`config.mk`:
```
export PLATFORM = sky130hd
export DESIGN_NAME = hazard_scoreboard
export DESIGN_NICKNAME = d
export VERILOG_FILES = /design/src/rtl/hazard_scoreboard.sv
export SDC_FILE = /design/constraint.sdc
export NUM_CORES = 1
export LEC_CHECK = 0
export BUFFER_PORTS_ARGS = -buffer_cell sky130_fd_sc_hd__buf_4
export CORE_AREA = 2 2 112 114
export CTS_CLUSTER_DIAMETER = 120
export CTS_CLUSTER_SIZE = 28
export DETAILED_ROUTE_END_ITERATION = 8
export DIE_AREA = 0 0 114 116
export PLACE_DENSITY = 0.53
export SETUP_SLACK_MARGIN = 0.2
export SLEW_MARGIN = 10
export SYNTH_ARGS = -nofsm -noshare
export SYNTH_HDL_FRONTEND = slang
export SYNTH_SLANG_ARGS = --single-unit
```
`constraint.sdc`:
```
create_clock -name clk -period 7.5 [get_ports clk]
set_clock_uncertainty 0.2 [all_clocks]
set_input_delay 0.75 -clock clk [delete_from_list [all_inputs] [get_ports clk]]
set_output_delay 0.75 -clock clk [all_outputs]
set_load 0.02 [all_outputs]
```
`src/rtl/hazard_scoreboard.sv`:
```
// Decode-stage issue control: tracks pending int/vector register writes, blocks RAW/WAW
// hazards, sequences end-of-program drain to halt, and flags long stalls.
module hazard_scoreboard #(
  parameter int REGI_BITS = 4,
  parameter int VECT_BITS = 2,
  parameter bit BYPASS_WB = 1'b1,
  parameter int TIMEOUT   = 64,
  parameter int CNT_BITS  = 5
) (
  input  logic                      clk,
  input  logic                      rst,
  input  logic                      issue_valid_i,
  input  logic                      src1_int_i,
  input  logic                      src2_int_i,
  input  logic [REGI_BITS-1:0]      int_src1_i,
  input  logic [REGI_BITS-1:0]      int_src2_i,
  input  logic                      src1_vec_i,
  input  logic                      src2_vec_i,
  input  logic [VECT_BITS-1:0]      vec_src1_i,
  input  logic [VECT_BITS-1:0]      vec_src2_i,
  input  logic                      wr_int_i,
  input  logic [REGI_BITS-1:0]      int_dest_i,
  input  logic                      wr_vec_i,
  input  logic [VECT_BITS-1:0]      vec_dest_i,
  input  logic                      is_end_i,
  input  logic                      flush_i,
  input  logic                      int_we_i,
  input  logic [REGI_BITS-1:0]      int_wb_dest_i,
  input  logic                      vec_we_i,
  input  logic [VECT_BITS-1:0]      vec_wb_dest_i,
  output logic                      issue_o,
  output logic                      stall_o,
  output logic [(1<<REGI_BITS)-1:0] int_busy_o,
  output logic [(1<<VECT_BITS)-1:0] vec_busy_o,
  output logic [CNT_BITS-1:0]       outstanding_o,
  output logic                      halted_o,
  output logic                      error_o
);

  localparam int NI      = 1 << REGI_BITS;
  localparam int NV      = 1 << VECT_BITS;
  localparam int WD_BITS = $clog2(TIMEOUT + 1);
  localparam logic [WD_BITS-1:0]  WD_MAX  = WD_BITS'(TIMEOUT);
  localparam logic [CNT_BITS+1:0] CNT_MAX = {2'b00, {CNT_BITS{1'b1}}};

  typedef enum logic [1:0] {RUN = 2'd0, DRAIN = 2'd1, HALT = 2'd2} state_t;

  state_t               state;
  logic [WD_BITS-1:0]   wd_cnt;
  logic [WD_BITS-1:0]   wd_nxt;
  logic [NI-1:0]        int_clr, int_eff, int_set, int_nxt;
  logic [NV-1:0]        vec_clr, vec_eff, vec_set, vec_nxt;
  logic                 raw, waw, hazard;
  logic [1:0]           inc, dec;
  logic [CNT_BITS+1:0]  cnt_up, cnt_dec, cnt_diff;
  logic [CNT_BITS-1:0]  cnt_nxt;

  // Only a writeback that hits a pending bit counts as a clear; others are ignored.
  always_comb begin
    int_clr = (int_we_i ? (NI'(1) << int_wb_dest_i) : '0) & int_busy_o;
    vec_clr = (vec_we_i ? (NV'(1) << vec_wb_dest_i) : '0) & vec_busy_o;
    int_eff = BYPASS_WB ? (int_busy_o & ~int_clr) : int_busy_o;
    vec_eff = BYPASS_WB ? (vec_busy_o & ~vec_clr) : vec_busy_o;
  end

  assign raw = (src1_int_i & int_eff[int_src1_i]) | (src2_int_i & int_eff[int_src2_i]) |
               (src1_vec_i & vec_eff[vec_src1_i]) | (src2_vec_i & vec_eff[vec_src2_i]);
  assign waw    = (wr_int_i & int_eff[int_dest_i]) | (wr_vec_i & vec_eff[vec_dest_i]);
  assign hazard = raw | waw;

  assign issue_o = issue_valid_i & ~hazard & ~flush_i & (state == RUN);
  assign stall_o = issue_valid_i & ~flush_i & ~issue_o;

  // Set is applied after clear so a same-cycle set on the same register wins.
  always_comb begin
    int_set = (issue_o & wr_int_i) ? (NI'(1) << int_dest_i) : '0;
    vec_set = (issue_o & wr_vec_i) ? (NV'(1) << vec_dest_i) : '0;
    int_nxt = (int_busy_o & ~int_clr) | int_set;
    vec_nxt = (vec_busy_o & ~vec_clr) | vec_set;
  end

  always_comb begin
    inc      = {1'b0, |int_set} + {1'b0, |vec_set};
    dec      = {1'b0, |int_clr} + {1'b0, |vec_clr};
    cnt_up   = {2'b00, outstanding_o} + {CNT_BITS'(0), inc};
    cnt_dec  = {CNT_BITS'(0), dec};
    cnt_diff = cnt_up - cnt_dec;
    if (cnt_up < cnt_dec)
      cnt_nxt = '0;
    else if (cnt_diff > CNT_MAX)
      cnt_nxt = '1;
    else
      cnt_nxt = cnt_diff[CNT_BITS-1:0];
  end

  always_comb begin
    wd_nxt = '0;
    if ((state == RUN) && stall_o)
      wd_nxt = (wd_cnt == WD_MAX) ? WD_MAX : wd_cnt + WD_BITS'(1);
  end

  always_ff @(posedge clk or posedge rst) begin
    if (rst) begin
      state         <= RUN;
      int_busy_o    <= '0;
      vec_busy_o    <= '0;
      outstanding_o <= '0;
      wd_cnt        <= '0;
      halted_o      <= 1'b0;
      error_o       <= 1'b0;
    end else begin
      int_busy_o    <= int_nxt;
      vec_busy_o    <= vec_nxt;
      outstanding_o <= cnt_nxt;
      wd_cnt        <= wd_nxt;
      if (wd_nxt == WD_MAX)
        error_o <= 1'b1;
      case (state)
        RUN: if (issue_o && is_end_i) state <= DRAIN;
        DRAIN: begin
          if ((int_nxt == '0) && (vec_nxt == '0)) begin
            state    <= HALT;
            halted_o <= 1'b1;
          end
        end
        HALT: state <= HALT;
        default: state <= RUN;
      endcase
    end
  end

endmodule

```
# Word-level counts from Yosys, hierarchy flattened
# Cells that the tools add are included.
[totals]
inputBits = 37
rom_bits = 0
mem_count = 0
latchBits = 0
regBits = 36
ramBits = 0
wordCells = 94
[classes]
magnitude_cmp = 8
shifts = 4
mul = 0
eq_ne = 6
n_reduce_logical = 12
div = 0
mux = 23
n_addsub = 5
bitwise = 29
[op_table]
columns = ["op", "count"]
rows = [
  ["AND 16 bit", 2],
  ["two-way mux 16 bit", 2],
  ["OR reduction 16 bit", 2],
  ["<< shifter 1 x 4 -> 16 bit, first input constant", 2],
  ["logical NOT 16 bit", 1],
  ["NOT 16 bit", 1],
  ["OR 16 bit", 1],
  ["< comparator 4 x 5 -> 1 bit, second input constant", 3],
  ["== test 7 bit, second input constant", 2],
  ["two-way mux 7 bit", 2],
  ["AND 1 bit", 13],
  ["binary-select mux 1 bit (select 4 bit)", 3],
  ["two-way mux 5 bit", 2],
  ["< comparator 2 x 3 -> 1 bit, second input constant", 3],
  ["AND 4 bit", 2],
  ["two-way mux 4 bit", 2],
  ["OR reduction 4 bit", 2],
  ["<< shifter 1 x 2 -> 4 bit, first input constant", 2],
  ["adder 7 x 1 -> 7 bit, second input constant", 1],
  ["> comparator 7 x 5 -> 1 bit, second input constant", 1],
  ["subtractor 6 x 2 -> 7 bit", 1],
  ["adder 5 x 2 -> 6 bit", 1],
  ["binary-select mux 1 bit (select 2 bit)", 3],
  ["< comparator 6 x 2 -> 1 bit", 1],
  ["other kinds (16)", 32],
]

# Longest topological paths before layout
# Gate-level depths: netlist of the first run.
[logic_depth]
ltp_word = 25
mapped_depth = 18
mapped_depth_nobuf = 18

# Worst setup path before layout of the first run
# Ideal clock, no wire load.
[synth_timing]
path_type = "input -> register"
startpoint = "input port int_wb_dest_i[1]"
endpoint = "register outstanding_o[2]"
stages = 15
path_buffers = 2
t_arrival_ns = 4.525
slack_ns = 2.644
t_required_ns = 7.169
path_cell_list = "buf_1 > o41ai_2 > mux2_2 > o221ai_1 > o221a_1 > nor3_1 > buf_2 > nand2_1 > fa_1 > inv_1 > ha_1 > ha_1 > a211oi_1 > nand2_1 > maj3_1"
[synth_via]
elab_chain_cells = 25
word_cells_on_any_way = 38
cone_classes = "add/sub: 4; order compare: 2; shift: 1; mux: 11; bitwise: 17; reduce/logical: 3"
[synth_lines]
columns = ["element", "line_no", "source"]
rows = [
  ["from (decl)", "28", "input logic [REGI_BITS-1:0] int_wb_dest_i,"],
  ["<< shifter 1 x 4 -> 16 bit *", "60", "int_clr = (int_we_i ? (NI'(1) << int_wb_dest_i) : '0) & int_busy_o;"],
  ["two-way mux 16 bit *", "60", ""],
  ["AND 16 bit *", "60", ""],
  ["NOT 16 bit *", "62", "int_eff = BYPASS_WB ? (int_busy_o & ~int_clr) : int_busy_o;"],
  ["AND 16 bit *", "62", ""],
  ["binary-select mux 1 bit (select 4 bit)", "66", "assign raw = (src1_int_i & int_eff[int_src1_i]) | (src2_int_i & int_eff[int_src2_i]) |"],
  ["two-way mux 1 bit (implied by the code)", "66", ""],
  ["AND 1 bit", "66", ""],
  ["(+8 left out)", "n/a", ""],
  ["named net issue_o", "31", "output logic issue_o,"],
  ["(+2 left out)", "n/a", ""],
  ["OR reduction 16 bit or OR reduction 4 bit (tied branches)", "83", "inc = {1'b0, |int_set} + {1'b0, |vec_set};"],
  ["adder 1 x 1 -> 2 bit *", "83", ""],
  ["adder 5 x 2 -> 6 bit *", "85", "cnt_up = {2'b00, outstanding_o} + {CNT_BITS'(0), inc};"],
  ["subtractor 6 x 2 -> 7 bit", "87", "cnt_diff = cnt_up - cnt_dec;"],
  ["> comparator 7 x 5 -> 1 bit", "90", "else if (cnt_diff > CNT_MAX)"],
  ["two-way mux 5 bit", "90", ""],
  ["two-way mux 5 bit *", "88", "if (cnt_up < cnt_dec)"],
  ["named net cnt_nxt[2]", "56", "logic [CNT_BITS-1:0] cnt_nxt;"],
  ["to (signal assigned)", "114", "outstanding_o <= cnt_nxt;"],
  ["to (decl)", "35", "output logic [CNT_BITS-1:0] outstanding_o,"],
]
# Mark *: on every way through the listed nets, which the timed path passes. The rest lies on a longest branch. The select of a mux whose other input is x is not followed.
# A chain may end at the register's enable or synchronous reset.

# Final worst setup path of the first run
[layout_timing]
startpoint = "input port int_wb_dest_i[2]"
endpoint = "register outstanding_o[2]"
[layout_via]
elab_chain_cells = 25
word_cells_on_any_way = 38
cone_classes = "add/sub: 4; order compare: 2; shift: 1; mux: 11; bitwise: 17; reduce/logical: 3"
[layout_lines]
columns = ["element", "line_no"]
rows = [
  ["<< shifter 1 x 4 -> 16 bit *", "60"],
  ["two-way mux 16 bit *", "60"],
  ["AND 16 bit *", "60"],
  ["NOT 16 bit", "62"],
  ["AND 16 bit", "62"],
  ["binary-select mux 1 bit (select 4 bit)", "66"],
  ["two-way mux 1 bit (implied by the code)", "66"],
  ["AND 1 bit", "66"],
  ["(+10 left out)", "n/a"],
  ["OR reduction 16 bit or OR reduction 4 bit (tied branches)", "83"],
  ["adder 1 x 1 -> 2 bit", "83"],
  ["adder 5 x 2 -> 6 bit", "85"],
  ["subtractor 6 x 2 -> 7 bit", "87"],
  ["> comparator 7 x 5 -> 1 bit", "90"],
  ["two-way mux 5 bit", "90"],
  ["two-way mux 5 bit *", "88"],
  ["named net cnt_nxt[2]", "56"],
]
# Marked as above.

==> results of run 1 <==
-- Yosys cell counts, types with 5 or more instances --
library cell	instances
clkbuf_1	7
nand3b_1	6
o21ai_1	6
dfrtp_1	36
a31oi_1	5
o21ai_0	28
nand2b_1	7
o211ai_1	7
nor2_1	15
nor3b_1	5
nand2_1	18
buf_2	5
a21oi_1	5
inv_1	23
ha_1	8
mux2i_1	13
nand4_1	7
nand3_1	17
xor2_1	7
mux4_2	8
o2111ai_1	5
xnor2_1	5
-- sequential cells by signal, indices dropped and copies added (netlist names) --
name,flops
int_busy_o,16
state,2
wd_cnt,7
halted_o,1
vec_busy_o,4
outstanding_o,5
error_o,1
-- worst max path at each step --
stage                                start               end  slack (ns)  cells after the start
after floorplan           int_wb_dest_i[1]  outstanding_o[2]        2.64                     15
after global placement    int_wb_dest_i[2]  outstanding_o[2]        1.72                     17
after detailed placement  int_wb_dest_i[2]  outstanding_o[2]        1.79                     17
after CTS                 int_wb_dest_i[2]  outstanding_o[2]        2.05                     17
after global routing      int_wb_dest_i[2]  outstanding_o[2]        1.76                     17
final                     int_wb_dest_i[2]  outstanding_o[2]        2.05                     17
-- per-layer routing --
| layer | share of wire [%] | GRT usage (%) |
|---|---|---|
| met5 | 0 | 0 |
| met4 | 0.65 | 2.114 |
| met3 | 7.9 | 3.975 |
| met2 | 46 | 22.74 |
| met1 | 45 | 18.68 |
-- metrics by stage --
step                      total power [mW]  util (%)
after floorplan                     0.5118         -
after global placement              0.6519     29.73
after detailed placement            0.6541     29.73
after CTS                           0.8740     31.01
after global routing                0.9239     31.01
final                               0.8680     31.01
-- cell families (layout without fill, tap and decap cells) --
group	after synthesis	count (layout)	share of synthesized area, %
buffers and inverters	38	97	5.105
xor gates and xnor gates	12	12	3.604
and+or+nand+nor	101	101	19.30
AOI/OAI and AO/OA	96	96	23.77
muxes	25	25	12.18
DFF	36	36	30.89
adders and majority gates	11	11	5.148
-- power groups by stage --
stage	Sequential [mW]	Combinational [mW]	Clock, mW
after CTS	0.275	0.379	0.221
final	0.276	0.378	0.215
after detailed placement	0.278	0.376	0
after global routing	0.281	0.415	0.228
after floorplan	0.303	0.208	0
after global placement	0.277	0.374	0
-- worst max-delay path, stage by stage --
cell      delay, ns
buf_4          0.16
nand3b_1       0.29
o31ai_1        0.73
mux4_2         0.38
nor2_1         0.05
o221a_1        0.29
nor3_1         0.20
buf_4          0.23
and2_1         0.22
inv_1          0.07
fa_1           0.38
inv_1          0.07
ha_1           0.25
ha_1           0.31
a211oi_1       0.48
nand2_1        0.19
maj3_1         0.38
-- layout make-up --
| class | count | area [sq um] | area share, % |
|---|---|---|---|
| Sequential cell | 36 | 900.9 | 24.39 |
| Multi-Input combinational cell | 245 | 1867 | 50.54 |
| Clock buffer | 7 | 152.6 | 4.133 |
| Timing Repair Buffer | 67 | 503.0 | 13.62 |
| Tap cell | 147 | 183.9 | 4.980 |
| Inverter | 23 | 86.33 | 2.337 |
-- layout by cell type, fill, tap and decap left out, types with 7 or more instances in the layout --
cell,count
nand2b_1,7
o211ai_1,7
buf_4,67
nor2_1,15
o21ai_0,28
nand4_1,7
xor2_1,7
mux2i_1,13
mux4_2,8
inv_1,23
nand2_1,18
dfrtp_1,36
ha_1,8
nand3_1,17
==> qor.log, run 1 <==
[hold_path] startpoint of the lowest-slack hold path halted_o
[synth] net count of the mapped netlist 366
[sta] aggregate negative setup slack 0 ns
[clock_tree] TritonCTS clock tree yes
[synth] share of synthesized area occupied by flip-flops and latches 30.89%
[route] Detail Route Antenna Nets 0
[route] WL per Instance 17.35 microns
[worst_setup_path] CP Class in2reg
[sta] final number of max-transition violations 0
[finish] Area Overhead vs Synth 26.64%
[worst_setup_path] worst endpoint required time 7.45 ns
[synth] ranking of synthesized cells by area dfrtp_1, mux4_2, o21ai_0
[outcome] run status finished clean
[sta] Max Clock Freq 0.1836 GHz
[worst_setup_path] destination of the worst register-to-register timing path outstanding_o[2]
[finish] Filler cells 1262
[finish] final cell count without fillers 525
[power] share of power burned in registers 31.7%
[finish] share of final-layout standard cells stronger than drive strength 1 25.40%
[worst_setup_path] critical register-to-register path startpoint state[0]
[sta] minimum period implied by the final worst setup slack 5.448 ns
[global_route] GR Overflow Total 0
[placed_design] Area after DPL 3541 sq um
[synth] cell type contributing the most total cell area after synthesis dfrtp_1
[sta] Worst Max-Slew Pin Slew 0.8241 ns
[route] number of design rule violations left after detail routing 0
[clock_tree] maximum clock insertion buffer count 2
[route] number of optimization iterations in the first detailed-route pass 4
[synth] mean instance size in the synthesized netlist 9.143 sq um
[route] Starting DRT DRC Count 225
[power] leakage component of the power 1.530 nW
[placed_design] Final GP Congestion 0.8551
[power] peak supply drop 0.0001389 V
[worst_setup_path] Critical Path Start Type input pin
[placed_design] number of I/O port buffers 65
[sta] worst hold slack after final layout 0.2734 ns
[power] Internal Pwr Total 0.5374 mW
[finish] number of antenna cells inserted 0
[sta] final setup fails 0
[synth] flop and latch count out of synthesis 36
[worst_setup_path] Data arrival, critical path 5.40 ns
[route] average via count per standard cell 5.371
[power] combinational fraction of design power 43.5%
[global_route] pin count of the biggest net entering global routing 37
[floorplanning] area of the die 13220 sq um
[placed_design] HPWL reported at the end of detailed placement 6.917 mm
[power] switching part of the total 38.09%
[global_route] antenna violations before repair 0
[finish] Layout Cell Area excl Fill 3694 sq um
[placed_design] post-placement cell count 518
[worst_setup_path] worst-case register-to-register setup slack 2.94 ns
[clock_tree] CTS sink cnt 36
[global_route] vias in the first global route 2815
[route] Routed WL 9.109 mm
[synth] share of flip-flops with an asynchronous set or reset 100.0%
[power] PD cells 235.0 nW/um^2
[floorplanning] number of primary I/O pins 66
[clock_tree] buffers inserted by post-CTS timing repair 0
[synth] area share of the largest cell type after synthesis 30.89%
[synth] most used flip-flop cell after synthesis dfrtp_1
[clock_tree] clock latency on the worst-skew pair 0.28 ns
[clock_tree] Clock transition at path regs 0.05 ns
[global_route] global-route wire length before repair 14.71 mm
[power] net switching power figure 0.3307 mW
[hold_path] class of the most critical hold timing path reg2reg
[worst_setup_path] type of element capturing the critical path register
[floorplanning] die width 114 microns
[global_route] Tot GR Track Use 13.88%
[sta] worst slew slack as a fraction of its limit 44.59%
[floorplanning] Placement Rows 40
[clock_tree] number of H-tree levels 2
[synth] Synth cell types 63
[synth] synthesized area 2917 sq um
[job] maximum capacitance violations 0
[sta] final number of hold-violating endpoints 0
[hold_path] hold-critical path endpoint halted_o
[sta] unrepaired setup endpoints after global routing no
[worst_setup_path] biggest fanout along the worst timing path 14
[power] clock network power share 24.7%
[clock_tree] hold buffer count at CTS 0
[sta] crit share post-route 72.64%
[clock_tree] number of buffers created by CTS 5
[clock_tree] cell chosen for the clock root clkbuf_16
[route] number of vias in the routed layout 2820
[floorplanning] Chip Height 116 microns
[synth] count of warnings emitted by yosys 0
[finish] total number of nets in the final design 425
[worst_setup_path] number of cells traversed by the worst register-to-register path 17
[floorplanning] initial core utilization 24.49%
[synth] Post-synth EDFFs 0
[clock_tree] count of cells resized by post-cts repair 0
[placed_design] Placement Setup Slack 1.794 ns
[floorplanning] area of the placeable core 11910 sq um
[hold_path] Cells on Worst Hold Path 1
[sta] minimum setup slack in the final design 2.052 ns
[synth] Cells after Synth 319
Power figures use the tool's default switching activity.
==> inputs of run 2 (changes only) <==
--- a/config.mk
+++ b/config.mk
@@ -11,7 +11,7 @@
 export CTS_CLUSTER_SIZE = 28
 export DETAILED_ROUTE_END_ITERATION = 8
 export DIE_AREA = 0 0 114 116
-export PLACE_DENSITY = 0.53
+export PLACE_DENSITY = 0.55
 export SETUP_SLACK_MARGIN = 0.2
 export SLEW_MARGIN = 10
 export SYNTH_ARGS = -nofsm -noshare
==> constraint.sdc (replaced) <==
create_clock -name clk -period 4.6 [get_ports clk]
set_clock_uncertainty 0.2 [all_clocks]
set_input_delay 0.46 -clock clk [delete_from_list [all_inputs] [get_ports clk]]
set_output_delay 0.46 -clock clk [all_outputs]
set_load 0.02 [all_outputs]
==> run 2 against run 1 <==
  * Sequential power is 64% higher
  * Critical path depth shrank 2
  * Combinational power is 93% higher
  * First-iteration DRC count fell by 38%
  * Critical path type unchanged
==> qor.log, run 2 (synthesized netlist as in run 1, its figures left out) <==
[worst_setup_path] critical register-to-register path startpoint state[0]
[worst_setup_path] biggest fanout along the worst timing path 7 [-7]
[clock_tree] number of H-tree levels 2 [unchanged]
[job] maximum capacitance violations 0 [unchanged]
[route] Starting DRT DRC Count 139 [-38%]
[floorplanning] initial core utilization 24.49% [unchanged]
[worst_setup_path] Critical Path Start Type input pin
[finish] register name with the most flops int_busy_o
[sta] minimum period implied by the final worst setup slack 4.184 ns
[clock_tree] cell chosen for the clock root clkbuf_16
[global_route] pin count of the biggest net entering global routing 37 [unchanged]
[finish] most frequent standard cell in the layout excluding fill and tap cells buf_4
[sta] worst hold slack after final layout 0.09561 ns [-0.1778 ns]
[sta] unrepaired setup endpoints after global routing yes
[clock_tree] clock latency on the worst-skew pair 0.28 ns [about the same]
[worst_setup_path] type of element capturing the critical path register
[hold_path] class of the most critical hold timing path in2async
[worst_setup_path] worst-path cell with the longest stage delay or3b_4
[worst_setup_path] CP Class in2reg
[placed_design] number of I/O port buffers 65 [unchanged]
[power] peak supply drop 0.0002265 V [+63%]
[finish] number of antenna cells inserted 0 [unchanged]
[finish] Largest regs int_busy_o x16, wd_cnt x7, outstanding_o x5
[finish] commonest non-fill, non-tap cells in the layout buf_4, dfrtp_1, o21ai_0
[finish] total number of nets in the final design 453 [+6.6%]
[sta] crit share post-route 90.97%
[route] average via count per standard cell 5.229 [-2.6%]
[worst_setup_path] cell with the most instances on the worst path inv_1
[finish] number of flip-flops under the largest register name 16 [unchanged]
[route] WL per Instance 17.01 microns [-2.0%]
[worst_setup_path] Crit. Startpoint int_wb_dest_i[2]
[clock_tree] TritonCTS clock tree yes
[route] number of design rule violations left after detail routing 0 [unchanged]
[outcome] run status finished clean
[floorplanning] Chip Height 116 microns [unchanged]
[sta] final number of max-transition violations 0 [unchanged]
[worst_setup_path] worst-case register-to-register setup slack 0.62 ns [-2.32 ns]
[global_route] antenna violations before repair 0 [unchanged]
[global_route] global-route wire length before repair 15.15 mm [+3.0%]
[route] Routed WL 9.422 mm [+3.4%]
[floorplanning] area of the die 13220 sq um [unchanged]
[sta] final setup fails 0 [unchanged]
[sta] Worst Max-Slew Pin Slew 0.4796 ns [-0.3445 ns]
[global_route] GR Overflow Total 0 [unchanged]
[floorplanning] area of the placeable core 11910 sq um [unchanged]
[clock_tree] number of buffers created by CTS 5 [unchanged]
[global_route] vias in the first global route 2914 [+3.5%]
[clock_tree] maximum clock insertion buffer count 2 [unchanged]
[sta] aggregate negative setup slack 0 ns [unchanged]
[route] number of optimization iterations in the first detailed-route pass 6 [+2]
[global_route] Tot GR Track Use 14.40% [+0.52 points]
[floorplanning] Placement Rows 40 [unchanged]
[power] leakage component of the power 1.669 nW [+9.0%]
[clock_tree] CTS sink cnt 36 [unchanged]
[clock_tree] Clock transition at path regs 0.06 ns [about the same]
[worst_setup_path] Data arrival, critical path 4.14 ns [-1.26 ns]
[sta] Max Clock Freq 0.2390 GHz
[route] number of vias in the routed layout 2897 [+2.7%]
[floorplanning] die width 114 microns [unchanged]
[placed_design] Final GP Congestion 0.8949 [+4.7%]
[power] PD cells 394.5 nW/um^2 [+68%]
[sta] final number of hold-violating endpoints 0 [unchanged]
[placed_design] HPWL reported at the end of detailed placement 7.317 mm [+5.8%]
[route] Detail Route Antenna Nets 0 [unchanged]
[power] total power of the final layout 1.569 mW [+81%]
[finish] share of final-layout standard cells stronger than drive strength 1 32.92% [+7.5 points]
[worst_setup_path] critical-path cell list buf_4 -> or3b_4 -> o31ai_4 -> mux2i_1 -> o311ai_1 -> o21ai_1 -> nor3_2 -> and2_4 -> inv_1 -> fa_1 -> inv_1 -> ha_1 -> fa_2 -> xnor2_1 -> maj3_1
[floorplanning] number of primary I/O pins 66 [unchanged]
[sta] worst slew slack as a fraction of its limit 68.03% [+23 points]
[worst_setup_path] worst endpoint required time 4.56 ns [-2.89 ns]
[worst_setup_path] delay contributed by the slowest stage of the critical path 0.45 ns [-0.28 ns]
[finish] Area Overhead vs Synth 36.34%
==> run 2: cell type report <==
cell class              instances  area, sq um
inverters                      23        86.33
clock buffers                   5        125.1
clock inverters                 3        42.54
fillers                      1256         7935
repair buffers                 95        713.2
well taps                     147        183.9
flip-flops and latches         36        900.9
multi-input cells             245         1924
==> run 2: metrics by stage <==
| step | setup WS, ns | instance area [sq um] | std cells | utilization [%] |
|---|---|---|---|---|
| final | 0.4155 | 3976 | 554 | 33.38 |
| after global routing | 0.1882 | 3976 | 554 | 33.38 |
| after CTS | 0.2715 | 3899 | 550 | 32.73 |
| after detailed placement | 0.003973 | 3731 | 542 | 31.32 |
| after global placement | 0.08722 | 3731 | 542 | 31.32 |
| after floorplan | 0.2329 | 2929 | 319 | - |
==> run 2: per-layer routing <==
layer / vias to the layer above / part of all wire [%] / global-route usage [%]
li1: 1394 / - / -
met1: 1422 / 45 / 18.90
met2: 72 / 47 / 23.73
met3: 9 / 6.7 / 3.713
met4: 0 / 1.2 / 3.740
met5: - / 0 / 0
==> run 2: power by group <==
| part | total, mW | switching (mW) | internal [mW] |
|---|---|---|---|
| sequential | 0.452 | 0.0743 | 0.378 |
| clock | 0.387 | 0.133 | 0.254 |
| combinational | 0.729 | 0.380 | 0.350 |
| total | 1.57 | 0.586 | 0.982 |
==> run 2: final timing paths <==
kind	end	depth (start not counted)
max in group asynchronous	wd_cnt[1]	3
min in group clk	vec_busy_o[1]	2
worst max register to register	outstanding_o[2]	15
worst max-delay path	outstanding_o[2]	15
worst min-delay path	int_busy_o[12]	3
worst min register to register	halted_o	1
==> run 2: critical path: cells and delay by family <==
family | cells | cell delay (ns)
adders and majority gates | 4 | 1.44
and+or+nand+nor | 3 | 0.97
AOI/OAI and AO/OA | 3 | 0.76
buffers and inverters | 3 | 0.24
xor gates and xnor gates | 1 | 0.15
muxes | 1 | 0.11
==> run 2: timing repair <==
| item | in CTS | in global routing |
|---|---|---|
| setup buffers | 0 | 4 |
| resized for setup | 0 | 12 |
| setup endpoints to repair | 0 | 5 |
| endpoints found under the hold margin | 0 | 0 |
| hold buffers | 0 | 0 |
